## config.mk

```make
export PLATFORM = sky130hd
export DESIGN_NAME = button_debounce
export DESIGN_NICKNAME = d
export VERILOG_FILES = /design/src/rtl/button_debounce.sv
export SDC_FILE = /design/constraint.sdc
export NUM_CORES = 1
export LEC_CHECK = 0
export BUFFER_PORTS_ARGS = -buffer_cell sky130_fd_sc_hd__buf_2
export CAP_MARGIN = 20
export CELL_PAD_IN_SITES_DETAIL_PLACEMENT = 1
export CELL_PAD_IN_SITES_GLOBAL_PLACEMENT = 1
export CORE_MARGIN = 8
export CORE_UTILIZATION = 32
export CTS_CLUSTER_DIAMETER = 120
export DETAILED_ROUTE_END_ITERATION = 8
export GPL_TIMING_DRIVEN = 0
export PLACE_DENSITY = 0.66
export SYNTH_ARGS = -nofsm -noshare
export SYNTH_HDL_FRONTEND = slang
export SYNTH_SLANG_ARGS = --single-unit
export TNS_END_PERCENT = 100
```

## constraint.sdc

```tcl
create_clock -name clk -period 1.95 [get_ports clk]
set_input_delay 0 -clock clk [delete_from_list [all_inputs] [get_ports clk]]
set_output_delay 0 -clock clk [all_outputs]
set_load 0.01 [all_outputs]
```

## src/rtl/button_debounce.sv

```systemverilog
// Debounce front end for one mechanical key: two-flop synchroniser, stability
// counter and a four-state FSM producing a registered, active-high press level.
module button_debounce #(
    parameter int STABLE_CYCLES = 50000,
    parameter int CNT_WIDTH     = 16,
    parameter bit ACTIVE_LOW    = 1'b1
) (
    input  logic       clk,
    input  logic       reset,
    input  logic       button_raw,
    output logic       level,
    output logic [1:0] state
);

    localparam logic [1:0] RELEASED     = 2'b00;
    localparam logic [1:0] PRESS_WAIT   = 2'b01;
    localparam logic [1:0] PRESSED      = 2'b10;
    localparam logic [1:0] RELEASE_WAIT = 2'b11;

    localparam logic                 RAW_IDLE = ACTIVE_LOW;
    localparam logic [CNT_WIDTH-1:0] CNT_LAST = CNT_WIDTH'(STABLE_CYCLES - 1);
    localparam logic [CNT_WIDTH-1:0] CNT_ONE  = CNT_WIDTH'(1);

    logic                 sync1_q;
    logic                 sync2_q;
    logic                 pressed_n;
    logic [1:0]           state_q;
    logic [1:0]           state_d;
    logic [CNT_WIDTH-1:0] cnt_q;
    logic [CNT_WIDTH-1:0] cnt_d;
    logic                 level_q;
    logic                 level_d;

    // Two-flop synchroniser; resets to the unpressed pad value so a reset never looks like a press.
    always_ff @(posedge clk or posedge reset) begin
        if (reset) begin
            sync1_q <= RAW_IDLE;
            sync2_q <= RAW_IDLE;
        end else begin
            sync1_q <= button_raw;
            sync2_q <= sync1_q;
        end
    end

    assign pressed_n = ACTIVE_LOW ? ~sync2_q : sync2_q;

    // Next-state and counter logic; a reverting input during a wait falls back to the old stable state.
    always_comb begin
        state_d = state_q;
        cnt_d   = cnt_q;
        case (state_q)
            RELEASED: begin
                if (pressed_n) begin
                    state_d = PRESS_WAIT;
                    cnt_d   = '0;
                end else begin
                    state_d = RELEASED;
                end
            end
            PRESS_WAIT: begin
                if (!pressed_n) begin
                    state_d = RELEASED;
                end else if (cnt_q == CNT_LAST) begin
                    state_d = PRESSED;
                end else begin
                    cnt_d = cnt_q + CNT_ONE;
                end
            end
            PRESSED: begin
                if (!pressed_n) begin
                    state_d = RELEASE_WAIT;
                    cnt_d   = '0;
                end else begin
                    state_d = PRESSED;
                end
            end
            RELEASE_WAIT: begin
                if (pressed_n) begin
                    state_d = PRESSED;
                end else if (cnt_q == CNT_LAST) begin
                    state_d = RELEASED;
                end else begin
                    cnt_d = cnt_q + CNT_ONE;
                end
            end
            default: begin
                state_d = RELEASED;
                cnt_d   = '0;
            end
        endcase
    end

    assign level_d = (state_d == PRESSED) || (state_d == RELEASE_WAIT);

    // State, counter and level registers; level is taken from the next state so it lands with the state change.
    always_ff @(posedge clk or posedge reset) begin
        if (reset) begin
            state_q <= RELEASED;
            cnt_q   <= '0;
            level_q <= 1'b0;
        end else begin
            state_q <= state_d;
            cnt_q   <= cnt_d;
            level_q <= level_d;
        end
    end

    assign level = level_q;
    assign state = state_q;

endmodule

```

==> results of run 1 <==
flip-flops by register name (all words and copies together) (netlist names):
| register | cells |
|---|---|
| sync2_q | 1 |
| cnt_q | 16 |
| state | 1 |
| level | 1 |
| sync1_q | 1 |
stage by stage:
step	power (mW)	hold WS, ps
after floorplan	0.546	-37.7
after global placement	0.573	105
after detailed placement	0.583	107
after CTS	0.836	322
after global routing	0.868	330
final	0.831	328
worst paths after layout:
path	depth (start not counted)	end	from	slack (ps)
worst max-delay path	5	cnt_q[0]	cnt_q[0]	30
worst min-delay path	2	sync1_q	button_raw	330
max in group asynchronous	3	cnt_q[14]	reset	1070
worst max register to register	5	cnt_q[0]	cnt_q[0]	30
min in group asynchronous	3	cnt_q[9]	reset	380
worst min register to register	0	sync2_q	sync1_q	360
worst max-delay path, cell delays in order (launching register included):
cell and delay, ps:
dfrtp_1 470, ha_1 300, and3_1 210, clkbuf_1 170
a21oi_2 340, mux2_4 330
cells by family after synthesis:
family,after synthesis,synth area share (%)
simple gates,46,24.4
buf+inv,11,4.10
flops,20,45.8
fa+ha+maj,1,1.14
compound gates,33,19.8
xor+xnor,2,1.59
mux,3,3.19
placed cells by master, fill, tap and decap left out, types with 4 or more instances in the layout:
master,instances
a21oi_1,6
dfrtp_1,18
nand3_1,5
inv_1,5
clkbuf_1,4
o21ai_1,5
o21ai_0,4
nand2_1,17
and3_1,5
nand4_1,5
buf_2,5
cell type report:
class	count	area [um^2]
buffer	5	22.5
clock buffer	4	36.3
fill	407	2060
inverter	6	22.5
multi-input combinational	85	558
sequential	20	503
tap	46	57.6
timing repair buffer	8	52.6
power groups by stage:
stage | clock (mW) | combinational [mW] | sequential [mW]
2_1_floorplan | 0 | 0.0690 | 0.477
3_3_place_gp | 0 | 0.0878 | 0.485
3_5_place_dp | 0 | 0.0943 | 0.489
4_1_cts | 0.257 | 0.0988 | 0.481
5_1_grt | 0.270 | 0.112 | 0.486
6_report | 0.252 | 0.0967 | 0.482
metal layers:
layer	global-route usage (%)	up-vias	wire length (um)
li1	-	461	-
met1	15.3	480	1360
met2	18.4	11	1400
met3	1.62	2	80
met4	4.13	0	19
met5	0	-	0
what timing repair did:
item | in CTS | in global routing
endpoints found under the setup margin | 1 | 4
buffers inserted | 1 | 0
hold buffers | 2 | 0
resized for setup | 0 | 1
hold endpoints to repair | 19 | 0
pin swaps | 1 | 0
==> reports/qor.yml, run 1 <==
clock_path_buffers: 2
route.detailed.drc: 0
final_cells: 174
fmax_mhz: 520
start_util_pct: 33.2
power_density_mw_per_mm2: 663
grtUsageTotal_pct: 11.5
drv_slew: 0
final.setup.tns_ps: 0
setup_viol: 0
netlist_top_cells_count: "dfrtp_1, nand2_1, a21oi_1"
overflow: 0
place_area_mm2: 0.00118
cts_root_buffer: "clkbuf_4"
layout_worst_path_cycle_share_pct: 98.6
dp_hpwl_um: 2030
nets: 133
hold_viol: 0
swShare_pct: 28.3
pre_cts_slack_ps: -70.9
crit_type: "register to register"
syn_inst: 116
synth.area.top_cells: "dfrtp_1, nand2_1, dfstp_2, and3_1, nand4_1"
clk_latency_ps: 300
synth-edff-count: 0
htree_levels: 1
hp-class: "input port to register"
ios: 6
synth_area_leader_cell: "dfrtp_1"
grt_pass1_wl_um: 5060
antenna_found_initial: 0
setup_ws_ps: 27.3
die_x_um: 74.6
syn_to_final_growth_pct: 14.0
syn_avg_cell_area_um2: 9.47
clkPwrFrac_pct: 30.3
p_seq_share_pct: 58.0
ys_types: 38
grt_max_degree: 21
ys_seq_area_share_pct: 45.8
die-area_mm2: 0.00556
cp-end-kind: "register"
n_antenna_cell: 0
numCtsBuffers: 3
num_vias: 954
fin_crit_ps: 1920
yosys_warnings: 0
finClkSkew_ps: 2.71
utilization_pct: 37.8
cts_num_sinks: 20
numPortBuffers: 5
yosysTopAreaCellShare_pct: 41.0
drtIter0Drc: 29
slew_headroom_pct: 45.7
final_area_mm2: 0.00125
cp_data_required_time_ps: 2150
synth_ff_type: "dfrtp_1"
rows: 21
p_int_uw: 596
path_clk_slew_ps: 120
drive_gt1_share_pct: 15.6
die_h_um: 74.6
p_comb_share_pct: 11.6
wl_per_cell_um: 16.4
start_kind: "register"
core-area_mm2: 0.00331
wirelength_um: 2850
synth_seq_cells: 20
critPathArrivalTime_ps: 2120
cap_violations: 0
tightest_slew_ps: 813
ant_nets: 0
synth_area_mm2: 0.00110
grt_setup_unrepaired: "yes"
p_switching_uw: 235
irDropWorstVdd_v: 0.000358
cts_tree: "yes"
vias_per_cell: 5.48
syn_nets: 120
path_max_fanout: 7
dp_cells: 167
gp_congestion: 0.749
firstDrtPassIters: 4
leakage_nw: 0.543
async_flop_share_pct: 100
outcome: "complete, no violations"
synth.most_common_cell: "dfrtp_1"
grt_pass1_vias: 1010
No activity file was read; power rests on OpenSTA's default activity.
==> inputs of run 2 (changes only) <==
BUFFER_PORTS_ARGS = not set   (was -buffer_cell sky130_fd_sc_hd__buf_2)
CORE_MARGIN = not set   (was 8)
DONT_BUFFER_PORTS = 1   (was not set)
PLACE_DENSITY = 0.64   (was 0.66)
==> reports/qor.yml, run 2 (same netlist as run 1, synthesis figures left out) <==
power_density_mw_per_mm2: 641
route.detailed.drc: 0
syn_to_final_growth_pct: 11.6
p_comb_share_pct: 11.6
die_x_um: 60.6
grt_setup_unrepaired: "yes"
nets: 128
finClkSkew_ps: 11.3
setup_viol: 0
clkPwrFrac_pct: 26.9
cts_tree: "yes"
start_kind: "register"
rows: 20
dp_cells: 160
layout_worst_path_cycle_share_pct: 95.7
utilization_pct: 38.9
critPathArrivalTime_ps: 2060
vias_per_cell: 5.65
grt_pass1_vias: 985
overflow: 0
die_h_um: 60.6
place_area_mm2: 0.00115
path_clk_slew_ps: 110
irDropWorstVdd_v: 0.000351
leakage_nw: 0.516
htree_levels: 1
firstDrtPassIters: 4
cts_root_buffer: "clkbuf_4"
wirelength_um: 2790
num_vias: 943
p_int_uw: 559
numPortBuffers: 0
drive_gt1_share_pct: 12.2
p_total_uw: 786
drv_slew: 0
path_max_fanout: 7
ios: 6
fmax_mhz: 536
crit_type: "register to register"
ant_nets: 0
final_cells: 167
grt_pass1_wl_um: 4830
pre_cts_slack_ps: -86.3
core-area_mm2: 0.00315
hp-class: "input port to register"
outcome: "complete, no violations"
top_register: "cnt_q"
tightest_slew_ps: 793
final_area_mm2: 0.00123
cp-end-kind: "register"
cap_violations: 0
cts_num_sinks: 20
numCtsBuffers: 3
layout_common_cells: "nand2_1, dfrtp_1, a21oi_1"
finalHoldWorstSlack_ps: 240
largest_reg_flops: 16
p_switching_uw: 227
gp_congestion: 0.727
slew_headroom_pct: 47.0
grtUsageTotal_pct: 18.0
final.setup.tns_ps: 0
fin_crit_ps: 1870
hold_viol: 0
n_antenna_cell: 0
p_seq_share_pct: 61.5
swShare_pct: 28.9
wl_per_cell_um: 16.7
die-area_mm2: 0.00367
antenna_found_initial: 0
cp_data_required_time_ps: 2140
grt_max_degree: 21
clk_latency_ps: 310
drtIter0Drc: 16
setup_ws_ps: 84.8
start_util_pct: 34.8
clock_path_buffers: 2
dp_hpwl_um: 1970
-- run 2: cell count changes in the layout (fill, tap and decap cells not counted), sizes merged --
| cell | change |
|---|---|
| buf | -5 |
-- run 2: per-layer routing --
metal  routed length (um)  vias to the layer above  global-route usage, %
met5                    0                        -                      0
met4                   29                        0                   5.84
met3                   67                        2                   4.26
met2                 1300                        7                   29.2
met1                 1390                      484                   23.7
li1                     -                      450                      -
-- run 2: path summary, 6_finish.rpt --
kind	from	end	slack (ps)	cells past startpoint
setup / recovery	cnt_q[0]	cnt_q[0]	80	5
hold / removal	button_raw	sync1_q	240	1
setup reg to reg	cnt_q[0]	cnt_q[0]	80	5
hold reg to reg	sync1_q	sync2_q	360	0
max in group asynchronous	reset	cnt_q[11]	1150	2
min in group asynchronous	reset	cnt_q[5]	260	2
-- run 2: layout make-up --
| type | instances | area (um^2) |
|---|---|---|
| clock buffers | 4 | 26.3 |
| flip-flops and latches | 20 | 504 |
| repair buffers | 3 | 27.5 |
| well taps | 44 | 55.1 |
| multi-input cells | 85 | 568 |
| plain buffers | 5 | 22.5 |
| inverters | 6 | 22.5 |
| fillers | 394 | 1930 |
-- run 2: power by group through the flow --
| stage | Combinational [mW] | Sequential, mW | Clock (mW) |
|---|---|---|---|
| finish | 0.0915 | 0.484 | 0.211 |
| global route | 0.103 | 0.490 | 0.243 |
| CTS | 0.0924 | 0.482 | 0.225 |
| detailed placement | 0.0887 | 0.490 | 0 |
| global placement | 0.0845 | 0.487 | 0 |
| floorplan | 0.0690 | 0.477 | 0 |
-- run 2: worst max-delay path, cell delays in order, from the launching register on --
cell and delay (ps):
dfrtp_1 480, ha_1 300, and3_1 200, clkbuf_1 200
a21oi_4 270, mux2_4 320
-- run 2: timing repair --
item	CTS	global route
endpoints found under the setup margin	1	4
pin swaps	1	0
setup buffers	1	0
hold buffers	2	0
endpoints found under the hold margin	19	0
cloned	0	0
resized for setup	0	4
==> inputs of run 3 (changes only) <==
==> constraint.sdc (replaced) <==
create_clock -name clk -period 1.95 [get_ports clk]
set_input_delay 0.39 -clock clk [delete_from_list [all_inputs] [get_ports clk]]
set_output_delay 0.39 -clock clk [all_outputs]
set_load 0.01 [all_outputs]
==> reports/qor.yml, run 3 (same netlist as run 1, synthesis figures left out) <==
final_cells: 165
gp_congestion: 0.727
dp_cells: 160
r2r_slack_ps: 90
numPortBuffers: 0
numCtsBuffers: 3
antenna_found_initial: 0
vias_per_cell: 5.68
fmax_mhz: 536
cts_root_buffer: "clkbuf_4"
clk_latency_ps: 310
grt_max_degree: 21
path_max_fanout: 7
power_density_mw_per_mm2: 650
ant_nets: 0
core-area_mm2: 0.00315
ios: 6
p_total_uw: 784
wl_per_cell_um: 16.9
slew_headroom_pct: 47.4
setup_viol: 0
htree_levels: 1
layout_worst_path_cycle_share_pct: 95.6
drv_slew: 0
syn_to_final_growth_pct: 9.80
grt_pass1_wl_um: 4830
hold_viol: 0
grt_setup_unrepaired: "yes"
tightest_slew_ps: 788
drive_gt1_share_pct: 12.4
cp_data_required_time_ps: 2140
cts_tree: "yes"
grt_pass1_vias: 984
rows: 20
nets: 126
layout_common_cells: "nand2_1, dfrtp_1, a21oi_1"
clock_path_buffers: 2
fin_crit_ps: 1860
cap_violations: 0
irDropWorstVdd_v: 0.000351
start_kind: "register"
outcome: "complete, no violations"
wirelength_um: 2790
route.detailed.drc: 0
hp-class: "input port to register"
drtIter0Drc: 21
finClkSkew_ps: 11.5
path_clk_slew_ps: 110
cp-end-kind: "register"
start_util_pct: 34.8
num_vias: 938
crit_type: "register to register"
die-area_mm2: 0.00367
largest_reg_flops: 16
die_x_um: 60.6
dp_hpwl_um: 1970
grtUsageTotal_pct: 18.0
top_register: "cnt_q"
leakage_nw: 0.508
n_antenna_cell: 0
ctsHoldBuffers: 0
cts_num_sinks: 20
die_h_um: 60.6
firstDrtPassIters: 4
overflow: 0
critPathArrivalTime_ps: 2060
-- run 3: area by class of cell --
class,count,area (um^2)
sequential,20,504
fill,395,1950
tap,44,55.1
timing repair buffer,1,7.51
buffer,5,22.5
inverter,6,22.5
multi-input combinational,85,568
clock buffer,4,26.3
-- run 3: worst paths after layout --
check / from / end / cells after the start
worst min-delay path: button_raw / sync1_q / 0
worst min register to register: sync1_q / sync2_q / 0
worst max register to register: cnt_q[0] / cnt_q[0] / 5
worst max-delay path: cnt_q[0] / cnt_q[0] / 5
min in group asynchronous: reset / cnt_q[5] / 1
max in group asynchronous: reset / cnt_q[11] / 1
-- run 3: metrics by stage --
stage               area (um^2)  TNS, ps  util [%]  setup slack (ps)  hold WS (ps)
floorplan                  1100        0         -               112           345
global placement           1150    -59.3      36.6             -59.3           345
detailed placement         1150    -86.3      36.6             -86.3           348
CTS                        1190        0      37.7              2.15          60.8
global route               1210    -14.7      38.3             -9.26          45.6
finish                     1210        0      38.3              85.4          74.8
-- run 3: repair_timing --
action	in CTS	in global routing
setup endpoints to repair	1	4
resized for setup	0	4
pin swaps	1	0
setup buffers	1	0
-- run 3: power breakdown --
group	internal [mW]	switching (mW)	total, mW
Combinational	0.0343	0.0539	0.0882
Clock	0.0798	0.132	0.212
Sequential	0.443	0.0410	0.484
-- run 3: metal layers --
layer / wire length, um / vias up / GRT usage, %
met5: 0 / - / 0
met4: 29 / 0 / 5.84
met3: 64 / 2 / 4.26
met2: 1290 / 7 / 29.2
met1: 1400 / 483 / 23.7
li1: - / 446 / -
-- run 3: worst max-delay path, stage by stage, from the launching register on --
cell	delay [ps]
dfrtp_1	480
ha_1	300
and3_1	200
clkbuf_1	200
a21oi_4	270
mux2_4	320
